## src/rtl/ex_pkg.sv

```systemverilog
// Shared execute-stage definitions: ALU op/class codes, bus widths, divider states.
// No logic of its own; pure constants, types and one helper.
// Imported by ex and div.
package ex_pkg;

   localparam int REG_BUS_W  = 32;
   localparam int REG_ADDR_W = 5;
   localparam int ALU_OP_W   = 8;
   localparam int ALU_SEL_W  = 3;

   localparam logic [REG_BUS_W-1:0] ZERO_WORD = '0;

   // ALU operation codes from decode
   localparam logic [ALU_OP_W-1:0] EXE_NOP_OP  = 8'b0000_0000;
   localparam logic [ALU_OP_W-1:0] EXE_AND_OP  = 8'b0010_0100;
   localparam logic [ALU_OP_W-1:0] EXE_OR_OP   = 8'b0010_0101;
   localparam logic [ALU_OP_W-1:0] EXE_XOR_OP  = 8'b0010_0110;
   localparam logic [ALU_OP_W-1:0] EXE_NOR_OP  = 8'b0010_0111;
   localparam logic [ALU_OP_W-1:0] EXE_SLL_OP  = 8'b0111_1100;
   localparam logic [ALU_OP_W-1:0] EXE_SRL_OP  = 8'b0000_0010;
   localparam logic [ALU_OP_W-1:0] EXE_SRA_OP  = 8'b0000_0011;
   localparam logic [ALU_OP_W-1:0] EXE_ADD_OP  = 8'b0010_0000;
   localparam logic [ALU_OP_W-1:0] EXE_ADDU_OP = 8'b0010_0001;
   localparam logic [ALU_OP_W-1:0] EXE_SUB_OP  = 8'b0010_0010;
   localparam logic [ALU_OP_W-1:0] EXE_SUBU_OP = 8'b0010_0011;
   localparam logic [ALU_OP_W-1:0] EXE_SLT_OP  = 8'b0010_1010;
   localparam logic [ALU_OP_W-1:0] EXE_SLTU_OP = 8'b0010_1011;
   localparam logic [ALU_OP_W-1:0] EXE_DIV_OP  = 8'b0001_1010;
   localparam logic [ALU_OP_W-1:0] EXE_DIVU_OP = 8'b0001_1011;

   // Result classes
   localparam logic [ALU_SEL_W-1:0] SEL_NOP   = 3'b000;
   localparam logic [ALU_SEL_W-1:0] SEL_LOGIC = 3'b001;
   localparam logic [ALU_SEL_W-1:0] SEL_SHIFT = 3'b010;
   localparam logic [ALU_SEL_W-1:0] SEL_ARITH = 3'b100;
   localparam logic [ALU_SEL_W-1:0] SEL_DIV   = 3'b101;

   // Divider FSM states
   typedef enum logic [1:0] {
      DIV_IDLE    = 2'b00,
      DIV_DIVZERO = 2'b01,
      DIV_BUSY    = 2'b10,
      DIV_DONE    = 2'b11
   } div_state_t;

   localparam logic STOP    = 1'b1;
   localparam logic NO_STOP = 1'b0;

   localparam logic DIV_RESULT_READY     = 1'b1;
   localparam logic DIV_RESULT_NOT_READY = 1'b0;

   typedef struct packed {
      logic [REG_BUS_W-1:0] hi;
      logic [REG_BUS_W-1:0] lo;
   } hilo_t;

   // Magnitude of a value that is two's complement only when sgn is set
   function automatic logic [REG_BUS_W-1:0] mag(input logic sgn, input logic [REG_BUS_W-1:0] v);
      return (sgn && v[REG_BUS_W-1]) ? (~v + 1'b1) : v;
   endfunction

endpackage

```

## src/rtl/div.sv

```systemverilog
// Radix-2 restoring divider, signed or unsigned, result {remainder, quotient}.
// Latency: 33 cycles start-to-ready (2 for a zero divisor); ready lasts one cycle.
// No backpressure: caller holds operands/start until ready; annul or rst abandon at once.
module div
   import ex_pkg::*;
(
   input  logic        clk,
   input  logic        rst,
   input  logic        signed_i,
   input  logic [31:0] op1_i,
   input  logic [31:0] op2_i,
   input  logic        start_i,
   input  logic        annul_i,
   output logic [63:0] result_o,
   output logic        ready_o
);

   div_state_t  state;
   logic [4:0]  cnt;
   logic [31:0] rem;
   logic [31:0] quo;     // dividend bits shift out the top, quotient bits shift in
   logic [31:0] dvs;
   logic        neg_q;
   logic        neg_r;
   hilo_t       res_q;

   logic [32:0] trial;
   logic        fits;
   logic [31:0] rem_nxt;
   logic [31:0] quo_nxt;

   // One restoring step: bring down the next dividend bit and try to subtract
   always_comb begin
      trial   = {rem, quo[31]};
      fits    = (trial >= {1'b0, dvs});
      rem_nxt = fits ? (trial[31:0] - dvs) : trial[31:0];
      quo_nxt = {quo[30:0], fits};
   end

   // Divider FSM: latch operands, iterate 32 steps, apply signs into the result register
   always_ff @(posedge clk) begin
      if (rst) begin
         state <= DIV_IDLE;
         cnt   <= '0;
         rem   <= ZERO_WORD;
         quo   <= ZERO_WORD;
         dvs   <= ZERO_WORD;
         neg_q <= 1'b0;
         neg_r <= 1'b0;
         res_q <= '0;
      end else if (annul_i) begin
         state <= DIV_IDLE;
      end else begin
         case (state)
            DIV_IDLE: begin
               if (start_i) begin
                  if (op2_i == ZERO_WORD) begin
                     state <= DIV_DIVZERO;
                  end else begin
                     quo   <= mag(signed_i, op1_i);
                     dvs   <= mag(signed_i, op2_i);
                     rem   <= ZERO_WORD;
                     neg_q <= signed_i && (op1_i[31] ^ op2_i[31]);
                     neg_r <= signed_i && op1_i[31];
                     cnt   <= '0;
                     state <= DIV_BUSY;
                  end
               end
            end
            DIV_BUSY: begin
               rem <= rem_nxt;
               quo <= quo_nxt;
               cnt <= cnt + 5'd1;
               if (cnt == 5'd31) begin
                  res_q.lo <= neg_q ? (~quo_nxt + 32'd1) : quo_nxt;
                  res_q.hi <= neg_r ? (~rem_nxt + 32'd1) : rem_nxt;
                  state    <= DIV_DONE;
               end
            end
            DIV_DIVZERO: begin
               res_q <= '0;
               state <= DIV_DONE;
            end
            DIV_DONE: begin
               state <= DIV_IDLE;
            end
            default: state <= DIV_IDLE;
         endcase
      end
   end

   assign result_o = res_q;
   // A flush or reset in the DONE cycle suppresses the result
   assign ready_o  = (!rst && !annul_i && state == DIV_DONE) ? DIV_RESULT_READY
                                                             : DIV_RESULT_NOT_READY;

endmodule

```

## src/rtl/ex.sv

```systemverilog
// Execute stage: logic/shift/arith ALU plus HI/LO write-back from the divider.
// Latency: ALU ops same cycle; DIV/DIVU 33 cycles (2 for divide by zero).
// Backpressure: raises stallreq_o while a divide is outstanding; inputs must hold.
module ex
   import ex_pkg::*;
(
   input  logic                  clk,
   input  logic                  rst,
   input  logic [ALU_OP_W-1:0]   aluop_i,
   input  logic [ALU_SEL_W-1:0]  alusel_i,
   input  logic [REG_BUS_W-1:0]  reg1_i,
   input  logic [REG_BUS_W-1:0]  reg2_i,
   input  logic [REG_ADDR_W-1:0] wd_i,
   input  logic                  wreg_i,
   input  logic                  annul_i,
   output logic [REG_ADDR_W-1:0] wd_o,
   output logic                  wreg_o,
   output logic [REG_BUS_W-1:0]  wdata_o,
   output logic                  whilo_o,
   output logic [REG_BUS_W-1:0]  hi_o,
   output logic [REG_BUS_W-1:0]  lo_o,
   output logic                  stallreq_o
);

   logic [REG_BUS_W-1:0] sum;
   logic [REG_BUS_W-1:0] diff;
   logic                 ov_add;
   logic                 ov_sub;
   logic [REG_BUS_W-1:0] alu_res;
   logic                 wr_ok;
   logic                 is_div_op;
   logic [63:0]          div_result;
   hilo_t                div_hilo;
   logic                 div_ready;

   assign sum    = reg1_i + reg2_i;
   assign diff   = reg1_i - reg2_i;
   assign ov_add = (reg1_i[31] == reg2_i[31]) && (sum[31]  != reg1_i[31]);
   assign ov_sub = (reg1_i[31] != reg2_i[31]) && (diff[31] != reg1_i[31]);

   assign is_div_op = (alusel_i == SEL_DIV) &&
                      (aluop_i == EXE_DIV_OP || aluop_i == EXE_DIVU_OP);

   // ALU result and GPR write permission; any unrecognised class/op pair writes nothing
   always_comb begin
      alu_res = ZERO_WORD;
      wr_ok   = 1'b0;
      case (alusel_i)
         SEL_NOP: begin
            if (aluop_i == EXE_NOP_OP) wr_ok = 1'b1;
         end
         SEL_LOGIC: begin
            case (aluop_i)
               EXE_OR_OP:  begin alu_res = reg1_i | reg2_i;    wr_ok = 1'b1; end
               EXE_AND_OP: begin alu_res = reg1_i & reg2_i;    wr_ok = 1'b1; end
               EXE_XOR_OP: begin alu_res = reg1_i ^ reg2_i;    wr_ok = 1'b1; end
               EXE_NOR_OP: begin alu_res = ~(reg1_i | reg2_i); wr_ok = 1'b1; end
               default: ;
            endcase
         end
         SEL_SHIFT: begin
            case (aluop_i)
               EXE_SLL_OP: begin alu_res = reg2_i << reg1_i[4:0]; wr_ok = 1'b1; end
               EXE_SRL_OP: begin alu_res = reg2_i >> reg1_i[4:0]; wr_ok = 1'b1; end
               EXE_SRA_OP: begin alu_res = $signed(reg2_i) >>> reg1_i[4:0]; wr_ok = 1'b1; end
               default: ;
            endcase
         end
         SEL_ARITH: begin
            case (aluop_i)
               EXE_ADD_OP:  begin alu_res = sum;  wr_ok = !ov_add; end
               EXE_ADDU_OP: begin alu_res = sum;  wr_ok = 1'b1;    end
               EXE_SUB_OP:  begin alu_res = diff; wr_ok = !ov_sub; end
               EXE_SUBU_OP: begin alu_res = diff; wr_ok = 1'b1;    end
               EXE_SLT_OP: begin
                  alu_res = {31'd0, ($signed(reg1_i) < $signed(reg2_i))};
                  wr_ok   = 1'b1;
               end
               EXE_SLTU_OP: begin
                  alu_res = {31'd0, (reg1_i < reg2_i)};
                  wr_ok   = 1'b1;
               end
               default: ;
            endcase
         end
         default: ;
      endcase
   end

   div u_div (
      .clk      (clk),
      .rst      (rst),
      .signed_i (aluop_i == EXE_DIV_OP),
      .op1_i    (reg1_i),
      .op2_i    (reg2_i),
      .start_i  (is_div_op),
      .annul_i  (annul_i),
      .result_o (div_result),
      .ready_o  (div_ready)
   );

   assign div_hilo = div_result;

   // Write-back and stall outputs, all forced low while in reset
   always_comb begin
      wd_o       = rst ? '0 : wd_i;
      wreg_o     = !rst && wreg_i && wr_ok;
      wdata_o    = rst ? ZERO_WORD : alu_res;
      whilo_o    = !rst && is_div_op && (div_ready == DIV_RESULT_READY);
      hi_o       = whilo_o ? div_hilo.hi : ZERO_WORD;
      lo_o       = whilo_o ? div_hilo.lo : ZERO_WORD;
      stallreq_o = (!rst && is_div_op && !annul_i && div_ready == DIV_RESULT_NOT_READY)
                   ? STOP : NO_STOP;
   end

endmodule
```

## config.mk

```make
export PLATFORM = sky130hd
export DESIGN_NAME = ex
export DESIGN_NICKNAME = d
export VERILOG_FILES = /design/src/rtl/ex_pkg.sv /design/src/rtl/div.sv /design/src/rtl/ex.sv
export SDC_FILE = /design/constraint.sdc
export NUM_CORES = 1
export LEC_CHECK = 0
export ABC_CLOCK_PERIOD_IN_PS = 6140
export BUFFER_PORTS_ARGS = -buffer_cell sky130_fd_sc_hd__buf_2
export CORE_MARGIN = 3
export CORE_UTILIZATION = 47
export DETAILED_ROUTE_END_ITERATION = 7
export PLACE_DENSITY = 0.63
export SYNTH_ARGS = -nofsm -noshare
export SYNTH_HDL_FRONTEND = slang
export SYNTH_HIERARCHICAL = 1
export SYNTH_SLANG_ARGS = --single-unit
```

## constraint.sdc

```tcl
create_clock -name clk -period 6.14 [get_ports clk]
set_clock_uncertainty 0.15 [all_clocks]
set_input_delay 1.228 -clock clk [delete_from_list [all_inputs] [get_ports clk]]
set_output_delay 1.228 -clock clk [all_outputs]
set_load 0.1 [all_outputs]
```

# --- Yosys cells after proc, flatten, opt, wreduce, memory -nomap -nowiden ---
# Index checks and enable logic that the tools add are counted.
word_totals:
  out_inout_bits: 104
  input_bits: 84
  regBits: 169
  word_cells: 135
classes:
  magnitude_cmp: 3
  shift: 3
  reduce_logical: 35
  mux: 35
  bitwise: 12
  addsub: 8
  eq_ne: 30
op_table:
  columns: ["cell", "n"]
  rows:
  - ["$mux 32", 12]
  - ["$pmux 32 s4", 2]
  - ["$pmux 32 s3", 2]
  - ["$not 32->32", 5]
  - ["$add 32x1->32 const B", 4]
  - ["$pmux 32 s2", 2]
  - ["$pmux 64 s2", 1]
  - ["$eq 8x6->1 const B", 10]
  - ["$lt 32x32->1", 2]
  - ["$mux 64", 1]
  - ["$sub 32x32->32", 2]
  - ["$ge 33x32->1", 1]
  - ["$add 32x32->32", 1]
  - ["$and 32x32->32", 1]
  - ["$logic_not 32->1", 1]
  - ["$or 32x32->32", 1]
  - ["$shl 32x5->32", 1]
  - ["$shr 32x5->32", 1]
  - ["$sshr 32x5->32", 1]
  - ["$xor 32x32->32", 1]
  - ["$eq 8x2->1 const B", 2]
  - ["$eq 8x5->1 const B", 2]
  - ["$mux 5", 3]
  - ["$logic_and 1x1->1", 14]
  - ["other kinds (32)", 53]

# --- Depth between registers and ports, before layout ---
depth:
  word_depth: 7
  mapped_depth: 25
  depth_no_buf: 20

# --- Modules after synthesis ---
# The synthesis kept the hierarchy.
by_module_without_submodules:
  columns: ["mod", "area_each_um2", "cells_per_inst", "seq_area_each_um2", "instances"]
  rows:
  - ["div", 11766.3, 1639, 3383.2, 1]
  - ["ex", 9902.0, 1452, 0.0, 1]

# --- Least setup slack after synthesis ---
# Ideal clock, no wire load.
synth_path:
  path_type: "input -> output"
  from: "input reg1_i[2]"
  to: "output wdata_o[10]"
  arrival_time_ns: 5.744
  path_stages: 14
  setup_slack_ns: -0.982
  path_buffers: 3
  required_time_ns: 4.762
  cell_sequence: "buf_2 -> inv_2 -> buf_1 -> clkbuf_1 -> ha_1 -> a21oi_1 -> o211a_1 -> nor2_1 -> or2_2 -> a21oi_1 -> o21ai_0 -> o21ai_0 -> xnor2_1 -> o21ai_0"
synth_via:
  elab_chain_len: 4
  elab_cells_between_ends: 9
  classes_between: "add/sub (2); shift (3); mux (4)"
synth_lines:
  columns: ["element", "line_no", "source"]
  rows:
  - ["from (decl)", "ex.sv:11", "input logic [REG_BUS_W-1:0] reg1_i,"]
  - ["$sub 32x32->32, or another cell as far along", "ex.sv:37", "assign diff = reg1_i - reg2_i;"]
  - ["$pmux 32 s4 or $pmux 32 s3 (tied branches)", "ex.sv:70, ex.sv:62", null]
  - ["$pmux 32 s3 (*)", "ex.sv:48", "case (alusel_i)"]
  - ["$mux 32 (*)", "ex.sv:108", "wdata_o = rst ? ZERO_WORD : alu_res;"]
  - ["to (decl)", "ex.sv:18", "output logic [REG_BUS_W-1:0] wdata_o,"]
# Mark *: on every way between the ends. The rest lies on a longest branch, timed or not.

# --- Final worst setup path ---
layout_path:
  from: "input reg1_i[3]"
  to: "output wdata_o[29]"
# The elaborated chain is that of the path after synthesis.

==> impl_metrics.env <==
export IMPL_critPathBufInv=4
export IMPL_synth_simple_area_share=0.246
export IMPL_timing_rr_end="u_div/result_o[62]$_SDFFE_PP0P_"
export IMPL_vdd_drop_max_uv=244
export IMPL_combPwrFrac=0.345
export IMPL_fill_cells=4481
export IMPL_gp_congestion=1.04
export IMPL_crit_family="compound AO/OA/AOI/OAI gates"
export IMPL_ctsHoldBuffers=0
export IMPL_synth_seq_cells=169
export IMPL_antenna_left=0
export IMPL_final_nets=3432
export IMPL_required_ns=4.76
export IMPL_crit_path_start_kind="primary input"
export IMPL_p_int_mw=2.03
export IMPL_synthArstFlopShare=0
export IMPL_worst_pin_slew_ns=1.18
export IMPL_dp_hpwl_microns=71400
export IMPL_rows=78
export IMPL_criticalPathCategory="in -> out"
export IMPL_synth_top_family_by_area="compound AO/OA/AOI/OAI gates"
export IMPL_port_buffers=187
export IMPL_die_x_microns=221
export IMPL_setup_tns_ns=0
export IMPL_holdPathStages=2
export IMPL_wl_per_cell_microns=24.3
export IMPL_cts_buffer_depth=2
export IMPL_post_cts_setup_buffer_count=0
export IMPL_slew_headroom=0.215
export IMPL_yosysUniqueCellTypes=99
export IMPL_switching_share=0.374
export IMPL_yosys_warnings=6
export IMPL_cts_root_buf="clkbuf_16"
export IMPL_die_h_microns=221
export IMPL_drv_slew=0
export IMPL_die_area_sq_mm=0.0487
export IMPL_endpoint_kind="primary output"
export IMPL_synthesis_area_sq_mm=0.0217
export IMPL_syn_num_nets=3320
export IMPL_core_area_sq_mm=0.0455
export IMPL_num_vias=24300
export IMPL_dr_first_iter_drc_count=2546
export IMPL_finalCritPeriodShare=0.977
export IMPL_drive_gt1_frac=0.151
export IMPL_insertion_delay_ns=0.45
export IMPL_r2r_slack_ns=0.48
export IMPL_synth_compound_area_frac=0.274
export IMPL_clk_pin_slew_worst_paths_ns=0.07
export IMPL_finalSetupViolCount=0
export IMPL_path_max_fanout=11
export IMPL_crit_path_start="reg1_i[3]"
export IMPL_ctsResizeCount=0
export IMPL_grtUsageTotal=0.367
export IMPL_grt_overflow_total=0
export IMPL_synth_edff_count=0
export IMPL_antenna_found_initial=4
export IMPL_min_to="u_div/result_o[31]$_SDFFE_PP0P_"
export IMPL_htree_num_levels=4
export IMPL_reg2reg_depth=17
export IMPL_avgSynthCellArea_sq_um=7.01
export IMPL_wirelength_microns=92700
export IMPL_powerDensity_mw_per_mm2=131
export IMPL_mostFrequentLayoutCell="nand2_1"
export IMPL_cts_num_sinks=169
export IMPL_tritoncts="built"
export IMPL_grt_max_degree=100
export IMPL_start_util=0.476
export IMPL_max_stage_delay_ns=0.61
export IMPL_cp_slowest_cell="o31ai_2"
export IMPL_max_cap_violations=0
export IMPL_setup_ws_ns=0.140
export IMPL_status="complete, no violations"
export IMPL_synthToLayoutAreaGrowth_pct=13.9
export IMPL_viasPerCell=6.37
export IMPL_grt_pass1_vias=22500
export IMPL_yosys_area_share_adder=0.0852
export IMPL_hp_start="u_div/result_o[31]$_SDFFE_PP0P_"
export IMPL_io_pins=188
export IMPL_mostFrequentLayoutCells="nand2_1, nor2_1, a21oi_1"
export IMPL_ys_flop_type="dfxtp_1"
export IMPL_crit_chain="buf_2 -> inv_1 -> ha_1 -> buf_4 -> nor2_1 -> a221oi_2 -> a21oi_2 -> o31ai_2 -> nor3_2 -> o41ai_1 -> a31oi_1 -> xnor2_1 -> o21ai_4 -> buf_12"
export IMPL_synth_area_mux_share=0.0897
export IMPL_cts_buffers=17
export IMPL_synth_xor_area_frac=0.0784
export IMPL_rsz0062_at_grt="no"
export IMPL_arrival_ns=4.62
export IMPL_switching_power_mw=1.21
export IMPL_finalHoldViolations=0
export IMPL_max_freq_ghz=0.167
export IMPL_post_route_min_period_ns=6.00
export IMPL_syn_inst=3091
export IMPL_reg2reg_from="u_div/rem[5]$_SDFFE_PP0P_"
export IMPL_grt_pass1_wl_microns=137000
export IMPL_clockPowerShare=0.317
export IMPL_p_leak_nw=10.1
export IMPL_pwr_share_seq=0.339
export IMPL_hold_class="reg -> reg"
export IMPL_yosysSeqAreaShare=0.156
export IMPL_dp_worst_setup_slack_ns=0.242
export IMPL_first_pass_iters=6
export IMPL_drc_errors=0
cell families (layout without fill, tap and decap cells):
group                    Yosys count  after routing
flip-flops                       169            169
buffers and inverters            385            510
AO/OA/AOI/OAI                    919            919
AND/OR/NAND/NOR                 1139           1139
multiplexers                     139            139
adder cells (fa/ha/maj)          146            146
XOR/XNOR                         194            194
other                              0              2
final cells by class:
| type | count | area, sq um | share of cell area |
|---|---|---|---|
| diodes | 2 | 5.00 | 0.000203 |
| well taps | 600 | 751 | 0.0304 |
| repair buffers | 319 | 2420 | 0.0982 |
| flip-flops and latches | 169 | 3380 | 0.137 |
| inverters | 159 | 597 | 0.0242 |
| clock inverters | 12 | 110 | 0.00446 |
| clock buffers | 20 | 447 | 0.0181 |
| multi-input cells | 2537 | 17000 | 0.687 |
cell usage after synthesis, drive strengths merged (35+ instances only):
cell	instances	area [sq um]
o31ai	39	313
a22oi	43	323
nand3	78	395
o21ai	213	1070
xor2	69	604
xnor2	125	1090
o211ai	35	263
buf	56	304
inv	158	593
nor3	76	385
a21oi	278	1400
ha	142	1780
clkbuf	170	638
dfxtp	169	3380
mux4	43	968
and2	79	494
mux2i	85	851
nor2	305	1140
a211oi	75	563
nand2	394	1480
per-layer routing:
metal / share of wire / up-vias / wire, microns / track usage
li1: - / 11300 / - / -
met1: 0.40 / 11500 / 37100 / 0.457
met2: 0.45 / 1248 / 41800 / 0.599
met3: 0.074 / 287 / 6910 / 0.0520
met4: 0.074 / 2 / 6880 / 0.228
met5: 0.00014 / - / 13 / 0
registers in the layout (all words and copies together) (netlist names):
name,flops
u_div/cnt,5
u_div/dvs,32
u_div/neg_q,1
u_div/neg_r,1
u_div/quo,32
u_div/rem,32
u_div/result_o,64
u_div/state,2
worst reg2reg max path, stage by stage (launching register included):
cell,delay (ns)
dfxtp_1,0.38
ha_1,0.52
nand3_2,0.20
or4_4,0.56
a211o_1,0.34
a31oi_4,0.33
or2_1,0.26
mux2i_1,0.30
ha_1,0.24
nand2_1,0.10
or4_1,0.49
nor3_1,0.15
a41oi_1,0.11
a211oi_1,0.49
o211ai_1,0.31
o31ai_1,0.34
xor2_1,0.17
o21ai_1,0.07
worst max path at each step:
stage          cells past startpoint          end  slack, ns
6_report                          14  wdata_o[29]       0.14
5_1_grt                           14  wdata_o[29]       0.02
4_1_cts                           15  wdata_o[22]       0.22
3_5_place_dp                      14  wdata_o[29]       0.24
3_3_place_gp                      15  wdata_o[22]       0.17
2_1_floorplan                     14  wdata_o[10]      -0.23
through the flow:
step	hold slack [ns]	power (mW)	instances	instance area (sq um)	utilization
after floorplan	0.267	1.81	3091	21900	-
after global placement	0.277	2.20	3784	24100	0.530
after detailed placement	0.290	2.20	3784	24100	0.530
after CTS	0.304	3.23	3816	24700	0.543
after global routing	0.316	3.37	3817	24700	0.543
final	0.302	3.24	3818	24700	0.543
power groups by stage:
| stage | combinational [mW] | sequential, mW | clock [mW] |
|---|---|---|---|
| 6_report | 1.12 | 1.10 | 1.02 |
| 5_1_grt | 1.18 | 1.10 | 1.09 |
| 4_1_cts | 1.08 | 1.10 | 1.05 |
| 3_5_place_dp | 1.08 | 1.12 | 0 |
| 3_3_place_gp | 1.08 | 1.12 | 0 |
| 2_1_floorplan | 0.684 | 1.12 | 0 |
Power figures use the tool's default switching activity.
